### config.mk
export PLATFORM = sky130hd
export DESIGN_NAME = fifo_stream_reader
export DESIGN_NICKNAME = d
export VERILOG_FILES = /design/src/rtl/fifo_stream_reader_pkg.sv /design/src/rtl/fifo_stream_reader_skid_buf.sv /design/src/rtl/fifo_stream_reader.sv
export SDC_FILE = /design/constraint.sdc
export NUM_CORES = 1
export LEC_CHECK = 0
export BUFFER_PORTS_ARGS = -buffer_cell sky130_fd_sc_hd__clkbuf_2
export CAP_MARGIN = 20
export CORE_MARGIN = 2
export CORE_UTILIZATION = 45
export DETAILED_ROUTE_END_ITERATION = 12
export PLACE_DENSITY = 0.7
export SLEW_MARGIN = 15
export SYNTH_ARGS = -nofsm -noshare
export SYNTH_HDL_FRONTEND = slang
export SYNTH_SLANG_ARGS = --single-unit
### constraint.sdc
create_clock -name clk -period 7.2 [get_ports clk]
set_clock_uncertainty 0.1 [all_clocks]
set_input_delay 0.36 -clock clk [delete_from_list [all_inputs] [get_ports clk]]
set_output_delay 0.36 -clock clk [all_outputs]
set_load 0.05 [all_outputs]
### src/rtl/fifo_stream_reader_pkg.sv
// Shared constants, types and helpers for the FIFO read-side stream stage.
package fifo_stream_reader_pkg;

  localparam int unsigned FIFO_WIDTH = 16;
  localparam int unsigned FIFO_DEPTH = 16;
  localparam int unsigned SKID_DEPTH = 3;
  localparam int unsigned OCC_W      = 2;
  localparam int unsigned FILL_W     = 3;

  typedef logic [FIFO_WIDTH-1:0] data_t;
  typedef logic [OCC_W-1:0]      occ_t;

  // Advance a skid-buffer pointer, wrapping after the last entry.
  function automatic occ_t ptr_inc(input occ_t p);
    return (p == occ_t'(SKID_DEPTH - 1)) ? occ_t'(0) : p + occ_t'(1);
  endfunction

endpackage

### src/rtl/fifo_stream_reader_skid_buf.sv
// Three-entry circular skid buffer that absorbs words already requested from the FIFO.
module fifo_skid_buf
  import fifo_stream_reader_pkg::*;
#(
  parameter int unsigned WIDTH = FIFO_WIDTH
) (
  input  logic             clk,
  input  logic             rst,
  input  logic             push,
  input  logic [WIDTH-1:0] din,
  input  logic             pop,
  output logic [WIDTH-1:0] dout,
  output occ_t             occ
);

  logic [WIDTH-1:0] mem [SKID_DEPTH];
  occ_t             rptr;
  occ_t             wptr;

  // Pointer and occupancy bookkeeping.
  always_ff @(posedge clk or posedge rst) begin
    if (rst) begin
      rptr <= '0;
      wptr <= '0;
      occ  <= '0;
    end else begin
      if (push) wptr <= ptr_inc(wptr);
      if (pop)  rptr <= ptr_inc(rptr);
      case ({push, pop})
        2'b10:   occ <= occ + occ_t'(1);
        2'b01:   occ <= occ - occ_t'(1);
        default: occ <= occ;
      endcase
    end
  end

  // Storage; contents are only meaningful where occ says so, so no reset is needed.
  always_ff @(posedge clk) begin
    if (push) mem[wptr] <= din;
  end

  // Head-of-buffer read, forced to zero when empty.
  always_comb begin
    dout = '0;
    if (occ != occ_t'(0)) dout = mem[rptr];
  end

endmodule

### src/rtl/fifo_stream_reader.sv
// Drains a synchronous FIFO into a valid/ready stream at one word per cycle,
// hiding the FIFO's one-cycle read latency behind a three-entry skid buffer.
module fifo_stream_reader
  import fifo_stream_reader_pkg::*;
#(
  parameter int unsigned FIFO_WIDTH = fifo_stream_reader_pkg::FIFO_WIDTH,
  parameter int unsigned CNT_W      = 16
) (
  input  logic                  clk,
  input  logic                  rst,
  input  logic                  fifo_empty,
  input  logic [FIFO_WIDTH-1:0] fifo_dout,
  output logic                  fifo_rd_en,
  output logic [FIFO_WIDTH-1:0] m_data,
  output logic                  m_valid,
  input  logic                  m_ready,
  output logic [CNT_W-1:0]      xfer_count,
  output logic                  busy
);

  logic              inflight;
  occ_t              occ;
  logic              hs;
  logic [FILL_W-1:0] fill;

  assign hs   = m_valid && m_ready;
  // Slots already committed: buffered words plus the word on its way out of the FIFO.
  assign fill = FILL_W'(occ) + FILL_W'(inflight);

  // Read only while a slot is guaranteed for the returning word; m_ready is not involved.
  always_comb begin
    fifo_rd_en = 1'b0;
    if (!rst && !fifo_empty && (fill < FILL_W'(SKID_DEPTH))) fifo_rd_en = 1'b1;
  end

  // Tracks the FIFO's registered read latency.
  always_ff @(posedge clk or posedge rst) begin
    if (rst) inflight <= 1'b0;
    else     inflight <= fifo_rd_en;
  end

  // Completed-handshake counter, wrapping naturally.
  always_ff @(posedge clk or posedge rst) begin
    if (rst)     xfer_count <= '0;
    else if (hs) xfer_count <= xfer_count + CNT_W'(1);
  end

  fifo_skid_buf #(
    .WIDTH (FIFO_WIDTH)
  ) u_skid (
    .clk  (clk),
    .rst  (rst),
    .push (inflight),
    .din  (fifo_dout),
    .pop  (hs),
    .dout (m_data),
    .occ  (occ)
  );

  assign m_valid = (occ != occ_t'(0));
  assign busy    = inflight || m_valid;

  // Structural invariants of the drain stage.
  a_fill_bound : assert property (@(posedge clk) disable iff (rst) fill <= FILL_W'(SKID_DEPTH));
  a_no_underflow : assert property (@(posedge clk) disable iff (rst) !(fifo_rd_en && fifo_empty));
  a_data_hold : assert property (@(posedge clk) disable iff (rst)
                                 (m_valid && !m_ready) |=> (m_valid && $stable(m_data)));

endmodule
==> results of run 1 <==
==> cell usage after synthesis (all sizes together), types with 2 or more instances <==
cell    number  area, um2
edfxtp      48       1440
clkbuf       4       15.0
dfrtp       23        576
ha           4       50.1
inv          5       18.8
nor3         3       20.0
nand4        2       12.5
xor2         6       52.6
a21oi       16       80.1
nand3        5       25.0
nor2        37        139
a21o         3       22.5
nand2       11       41.3
buf          4       22.5
mux2i       16        160
o21ai        2       21.3
xnor2       12        105
and3         4       25.0
==> power by group <==
part | switching, uW | internal, uW | total [uW]
Clock | 133 | 123 | 257
Sequential | 89.4 | 507 | 596
Combinational | 497 | 182 | 679
Total | 719 | 812 | 1530
==> metrics by stage <==
| stage | worst slack [ns] | power (uW) | cell area (um2) | utilization | hold WS, ns |
|---|---|---|---|---|---|
| after floorplan | 3.32 | 1130 | 2870 | - | 0.262 |
| after global placement | 4.95 | 1270 | 3240 | 0.517 | 0.361 |
| after detailed placement | 4.90 | 1280 | 3240 | 0.517 | 0.374 |
| after CTS | 4.52 | 1540 | 3400 | 0.542 | 0.0801 |
| after global routing | 4.40 | 1620 | 3410 | 0.544 | 0.0958 |
| final | 4.61 | 1530 | 3410 | 0.544 | 0.0855 |
==> layer usage <==
| metal | wire, um | track usage | part of all wire |
|---|---|---|---|
| met5 | 0 | 0 | 0 |
| met4 | 52 | 0.0821 | 0.010 |
| met3 | 172 | 0.0386 | 0.034 |
| met2 | 2550 | 0.265 | 0.51 |
| met1 | 2270 | 0.185 | 0.45 |
==> cells by family (layout without fill, tap and decap cells) <==
group           count (synthesis)  count (layout)  synth area share
buf+inv                        13              80            0.0196
compound gates                 22              22            0.0461
xor+xnor                       18              18            0.0549
fa+ha+maj                       4               4            0.0174
mux                            16              16            0.0557
simple gates                   65              65             0.104
flops                          71              71             0.702
==> flip-flops by register name, summed over array words and instances, names as in the netlist <==
signal,flops
u_skid.occ,2
inflight,1
u_skid.rptr,2
xfer_count,16
u_skid.wptr,2
u_skid.mem,48
==> placed cells by master, fill, tap and decap left out <==
cell,n
nand2_1,11
dfrtp_1,23
a21o_1,3
and3_1,4
ha_1,4
nor3_1,1
clkbuf_8,9
and4_1,1
nand4_1,2
clkinv_2,3
nor2_1,37
o21ai_4,1
xnor2_1,12
buf_4,4
clkinvlp_4,1
a2111oi_0,1
nor4_4,1
clkbuf_2,54
edfxtp_1,48
o21ai_0,1
nand3_1,5
inv_1,5
clkbuf_1,3
nor3_2,2
xor2_1,6
nor3b_2,1
buf_6,1
a21oi_1,16
mux2i_1,16
==> path summary, 6_finish.rpt <==
check | from | end | slack (ns) | cells after the start
max | u_skid.occ[0] | fifo_rd_en | 4.61 | 4
min | rst | inflight | 0.09 | 2
min in group clk | fifo_empty | inflight | 0.10 | 2
max reg2reg | u_skid.occ[0] | u_skid.occ[1] | 5.39 | 5
min reg2reg | xfer_count[15] | xfer_count[15] | 0.38 | 1
max in group asynchronous | rst | xfer_count[10] | 6.38 | 2
==> critical path, stage by stage (launching register included) <==
cell and delay [ns]:
dfrtp_1 0.46, ha_1 0.22, ha_1 0.26, a2111oi_0 0.49, clkbuf_2 0.37
==> layout make-up <==
class	count	area (um2)	area share
clock buffers	12	135	0.0396
clock inverters	4	22.5	0.00660
inverters	5	18.8	0.00550
multi-input cells	125	811	0.238
flip-flops and latches	71	2020	0.591
well taps	77	96.3	0.0282
repair buffers	59	312	0.0913
==> qor.yml, run 1 <==
initial_core_util: 0.458
post_cts_buffers: 0
seq_area_frac_synth: 0.702
cts_sinks: 71
antenna_found_initial: 0
grt_use_total: 0.157
holdCritPathClass: "in -> async"
grt_pass1_vias: 1818
crit_required_ns: 6.74
fillerInstances: 550
grt_setup_unrepaired: "false"
cts_resized: 0
die_w_um: 83.9
status: "completed"
grt_pass1_wl_mm: 8.45
place.gp.congestion: 0.707
setup-violations-final: 0
drc: 0
path_clk_slew_ns: 0.07
cp-start-kind: "flop"
critical_path_class: "reg -> out"
ys_seq_elements: 71
final_layout_size_suffix_gt1_frac: 0.279
rows: 29
cts-buffers-inserted: 9
gr-total-overflow: 0
fin_nets: 295
synth_ff_type: "edfxtp_1"
period_share: 0.360
synth_cells: 209
clockRootBuffer: "clkbuf_8"
fin_crit_ns: 2.59
grt_max_degree: 36
synth_cell_types: 25
drv_slew: 0
post_drt_wl_per_cell_um: 14.3
critPathCaptureType: "output pin"
dieArea_um2: 7040
htreeDepth: 3
power.density_nw_per_um2: 449
io_pins: 55
clock_path_buffers: 2
viasPerCell: 4.97
tightestPinTransition_ns: 1.00
final-hold-violation-count: 0
dpl.hpwl_mm: 3.33
fin_tns_setup_ns: 0
syn_to_final_growth_pct: 18.7
placed_cells: 336
insertion_delay_ns: 0.33
ys_warn_count: 0
dr_total_vias: 1755
synth_area_um2: 2870
max_freq_mhz: 385
hold_buffers: 0
slew_headroom: 0.332
antenna_left: 0
drt_iter0_drc: 44
ir_drop_uv: 289
leakage_uw: 0.00147
synth_edf_count: 48
io_buffers: 54
ys_async_sr_fraction: 0.324
syn_area_per_cell_um2: 13.8
routed_wirelength_mm: 5.05
fp.dieH_um: 83.9
firstDrtPassIters: 4
synth_nets: 233
drv_cap: 0
layout.cells.non_filler: 353
n_antenna_cell: 0
worstPathArrival_ns: 2.13
coreArea_um2: 6280
cts_tree: "built"
critPathMaxFanout: 5
Power figures use the tool's default switching activity.
==> inputs of run 2 (changes only) <==
--- a/config.mk
+++ b/config.mk
@@ -5,6 +5,7 @@
 export SDC_FILE = /design/constraint.sdc
 export NUM_CORES = 1
 export LEC_CHECK = 0
+export ABC_AREA = 1
 export BUFFER_PORTS_ARGS = -buffer_cell sky130_fd_sc_hd__clkbuf_2
 export CAP_MARGIN = 20
 export CORE_MARGIN = 2
==> constraint.sdc (replaced) <==
create_clock -name clk -period 2.6 [get_ports clk]
set_clock_uncertainty 0.1 [all_clocks]
set_input_delay 0.13 -clock clk [delete_from_list [all_inputs] [get_ports clk]]
set_output_delay 0.13 -clock clk [all_outputs]
set_load 0.05 [all_outputs]
==> run 2 against run 1 <==
Area after synthesis rose by 6.4%; power rose to 3.0 times the previous value; sequential share of layout area fell by 6.7 points; combinational power rose to 3.0 times the previous value; critical endpoint is now m_data[13].
==> qor.yml, run 2 <==
synth_compound_area_frac: 0.0229  # -0.0232
insertion_delay_ns: 0.34  # about the same
htreeDepth: 3  # unchanged
post_cts_buffers: 0  # unchanged
rows: 30  # +3.4%
status: "completed"
power.total_uw: 4630  # +200%
die_w_um: 86.5  # +3.0%
io_buffers: 54  # unchanged
power.density_nw_per_um2: 1200  # +170%
synth_ff_type: "edfxtp_1"
fp.dieH_um: 86.5  # +3.0%
cp_common_cell: "nand2_1"
final_cell_mix: "nand2_1, clkbuf_2, edfxtp_1"
drv_slew: 0  # unchanged
fillerInstances: 589  # +7.1%
multiInputGateArea_um2: 885  # +9.1%
slew_headroom: 0.415  # +0.0829
max_freq_mhz: 430
dr_total_vias: 2231  # +27%
critical_path_class: "reg -> out"
synth_nets: 313  # +34%
ir_drop_uv: 785  # +170%
initial_core_util: 0.458  # about the same
antenna_left: 0  # unchanged
cts_tree: "built"
coreArea_um2: 6680  # +6.4%
cts-buffers-inserted: 9  # unchanged
synth.area.mux_share: 0  # -0.0557
critical_path.max_stage_delay_ns: 0.68  # +0.19 ns
ff_latch_area_um2: 2020  # unchanged
hold_buffers: 19  # +19
final-hold-violation-count: 0  # unchanged
ys_seq_elements: 71  # unchanged
post_drt_wl_per_cell_um: 13.4  # -6.2%
critPathCaptureType: "output pin"
synth_largest_area_cell: "edfxtp_1"
synth_area_leaders: "edfxtp_1, dfrtp_1, nand2_1"
ys_async_sr_fraction: 0.324  # unchanged
syn_area_per_cell_um2: 10.6  # -23%
synth_edf_count: 48  # unchanged
synth_cell_types: 25  # unchanged
antenna_found_initial: 0  # unchanged
clockRootBuffer: "clkbuf_8"
slowest_stage: "dfrtp_1"
drt_iter0_drc: 99  # +130%
timing.final.ws_setup_ns: 0.276  # -4.33 ns
viasPerCell: 4.89  # -1.6%
top_regs: "u_skid.mem (48), xfer_count (16)"
leakage_uw: 0.00174  # +18%
fin_tns_setup_ns: 0  # unchanged
clock_path_buffers: 2  # unchanged
path_clk_slew_ns: 0.08  # about the same
period_share: 0.894
holdCritPathClass: "in -> reg"
dieArea_um2: 7470  # +6.1%
ys_warn_count: 0  # unchanged
synth_area_um2: 3060  # +6.4%
grt_pass1_vias: 2252  # +24%
grt_pass1_wl_mm: 10.2  # +21%
fin_crit_ns: 2.32
worstPathArrival_ns: 2.09  # -0.04 ns
final_layout_size_suffix_gt1_frac: 0.229  # -0.0503
dpl.hpwl_mm: 4.07  # +22%
n_antenna_cell: 0  # unchanged
yosys.area_share.adder: 0.0164  # -0.00105
path_delay_family: "simple AND/OR/NAND/NOR gates"
synth_top_family_by_area: "simple AND/OR/NAND/NOR gates"
top_register: "u_skid.mem"
fin_nets: 395  # +34%
synth.top_cells.by_count: "nand2_1, edfxtp_1, inv_1, dfrtp_1, nand3_1"
seq_area_frac_synth: 0.659  # -0.0425
final_common_cell: "nand2_1"
largest_register_ffs: 48  # unchanged
grt_use_total: 0.179  # +0.0221
cp-start-kind: "flop"
critPathBufInv: 2  # +1
synth_most_common_cell: "nand2_1"
cp_cell_sequence: "nor2_4, nand2_1, nand3_1, nand2_1, inv_1, clkbuf_2"
crit_required_ns: 2.37  # -4.37 ns
cts_resized: 0  # unchanged
gr-total-overflow: 0  # unchanged
syn_to_final_growth_pct: 25.7
drv_cap: 0  # unchanged
io_pins: 55  # unchanged
placed_cells: 421  # +25%
place.gp.congestion: 0.856  # +21%
layout.cells.non_filler: 456  # +29%
cts_sinks: 71  # unchanged
firstDrtPassIters: 6  # +2
synth_cells: 289  # +38%
grt_setup_unrepaired: "false"
critPathMaxFanout: 19  # +14
place_ws_ns: 0.635  # -4.27 ns
tightestPinTransition_ns: 0.877  # -0.125 ns
synth_top_cell_area_share: 0.471  # -0.0304
synth-simple-area-share: 0.216  # +0.112
setup-violations-final: 0  # unchanged
holdWs_ns: 0.0860  # +0.000458 ns
grt_max_degree: 24  # -33%
routed_wirelength_mm: 6.12  # +21%
synth-xor-area-share: 0.0286  # -0.0262
drc: 0  # unchanged
==> run 2: cell types whose count changed in the layout (fill, tap and decap cells not counted), moves of 15 or more <==
cell / change
nand3_1: +15
mux2i_1: -16
nand2_1: +90
dlygate4sd3_1: +19
inv_1: +28
nor2_1: -24
==> run 2: metal layers <==
metal  routed length (um)  vias up  GRT usage  part of all wire
met1                 2760     1061      0.221              0.45
met5                    0        -          0                 0
met3                  317        7     0.0581             0.052
met2                 2980       62      0.299              0.49
met4                   65        0     0.0597             0.011
li1                     -     1101          -                 -
==> run 2: worst paths after layout <==
kind | endpoint | cells past startpoint | slack (ns) | start
setup / recovery | m_data[13] | 6 | 0.28 | u_skid.rptr[1]
hold / removal | u_skid.rptr[1] | 4 | 0.09 | m_ready
setup reg to reg | inflight | 5 | 0.55 | u_skid.occ[0]
hold reg to reg | xfer_count[15] | 2 | 0.41 | xfer_count[15]
max in group asynchronous | u_skid.occ[1] | 3 | 1.44 | rst
min in group asynchronous | inflight | 3 | 0.41 | rst
==> run 2: cells by family after synthesis <==
kind of cell	count (synthesis)
compound gates	13
xor+xnor	10
fa+ha+maj	4
buf+inv	41
flops	71
simple gates	150
==> run 2: cell type report <==
cell class	count	area share
clock inverter	6	0.0244
clock buffer	10	0.0332
tap	80	0.0260
timing repair buffer	77	0.128
sequential	71	0.525
inverter	35	0.0342
multi-input combinational	177	0.230
==> run 2: tightest hold or removal path: cells and delay by family <==
kind / cells / cell delay [ns]
AO/OA/AOI/OAI: 1 / 0.14
AND/OR/NAND/NOR: 2 / 0.14
buffers and inverters: 1 / 0.09
==> run 2: power by group <==
part           internal (uW)  total, uW  switching (uW)  leakage, uW
Combinational            503       2060            1560     0.000900
Clock                    547        970             423     0.000107
Sequential              1400       1600             198     0.000730
Total                   2450       4630            2180      0.00174
==> run 2: metrics by stage <==
stage          utilization  area [um2]
2_1_floorplan            -        3060
3_3_place_gp         0.514        3430
3_5_place_dp         0.514        3430
4_1_cts              0.575        3840
5_1_grt              0.575        3840
6_report             0.575        3840
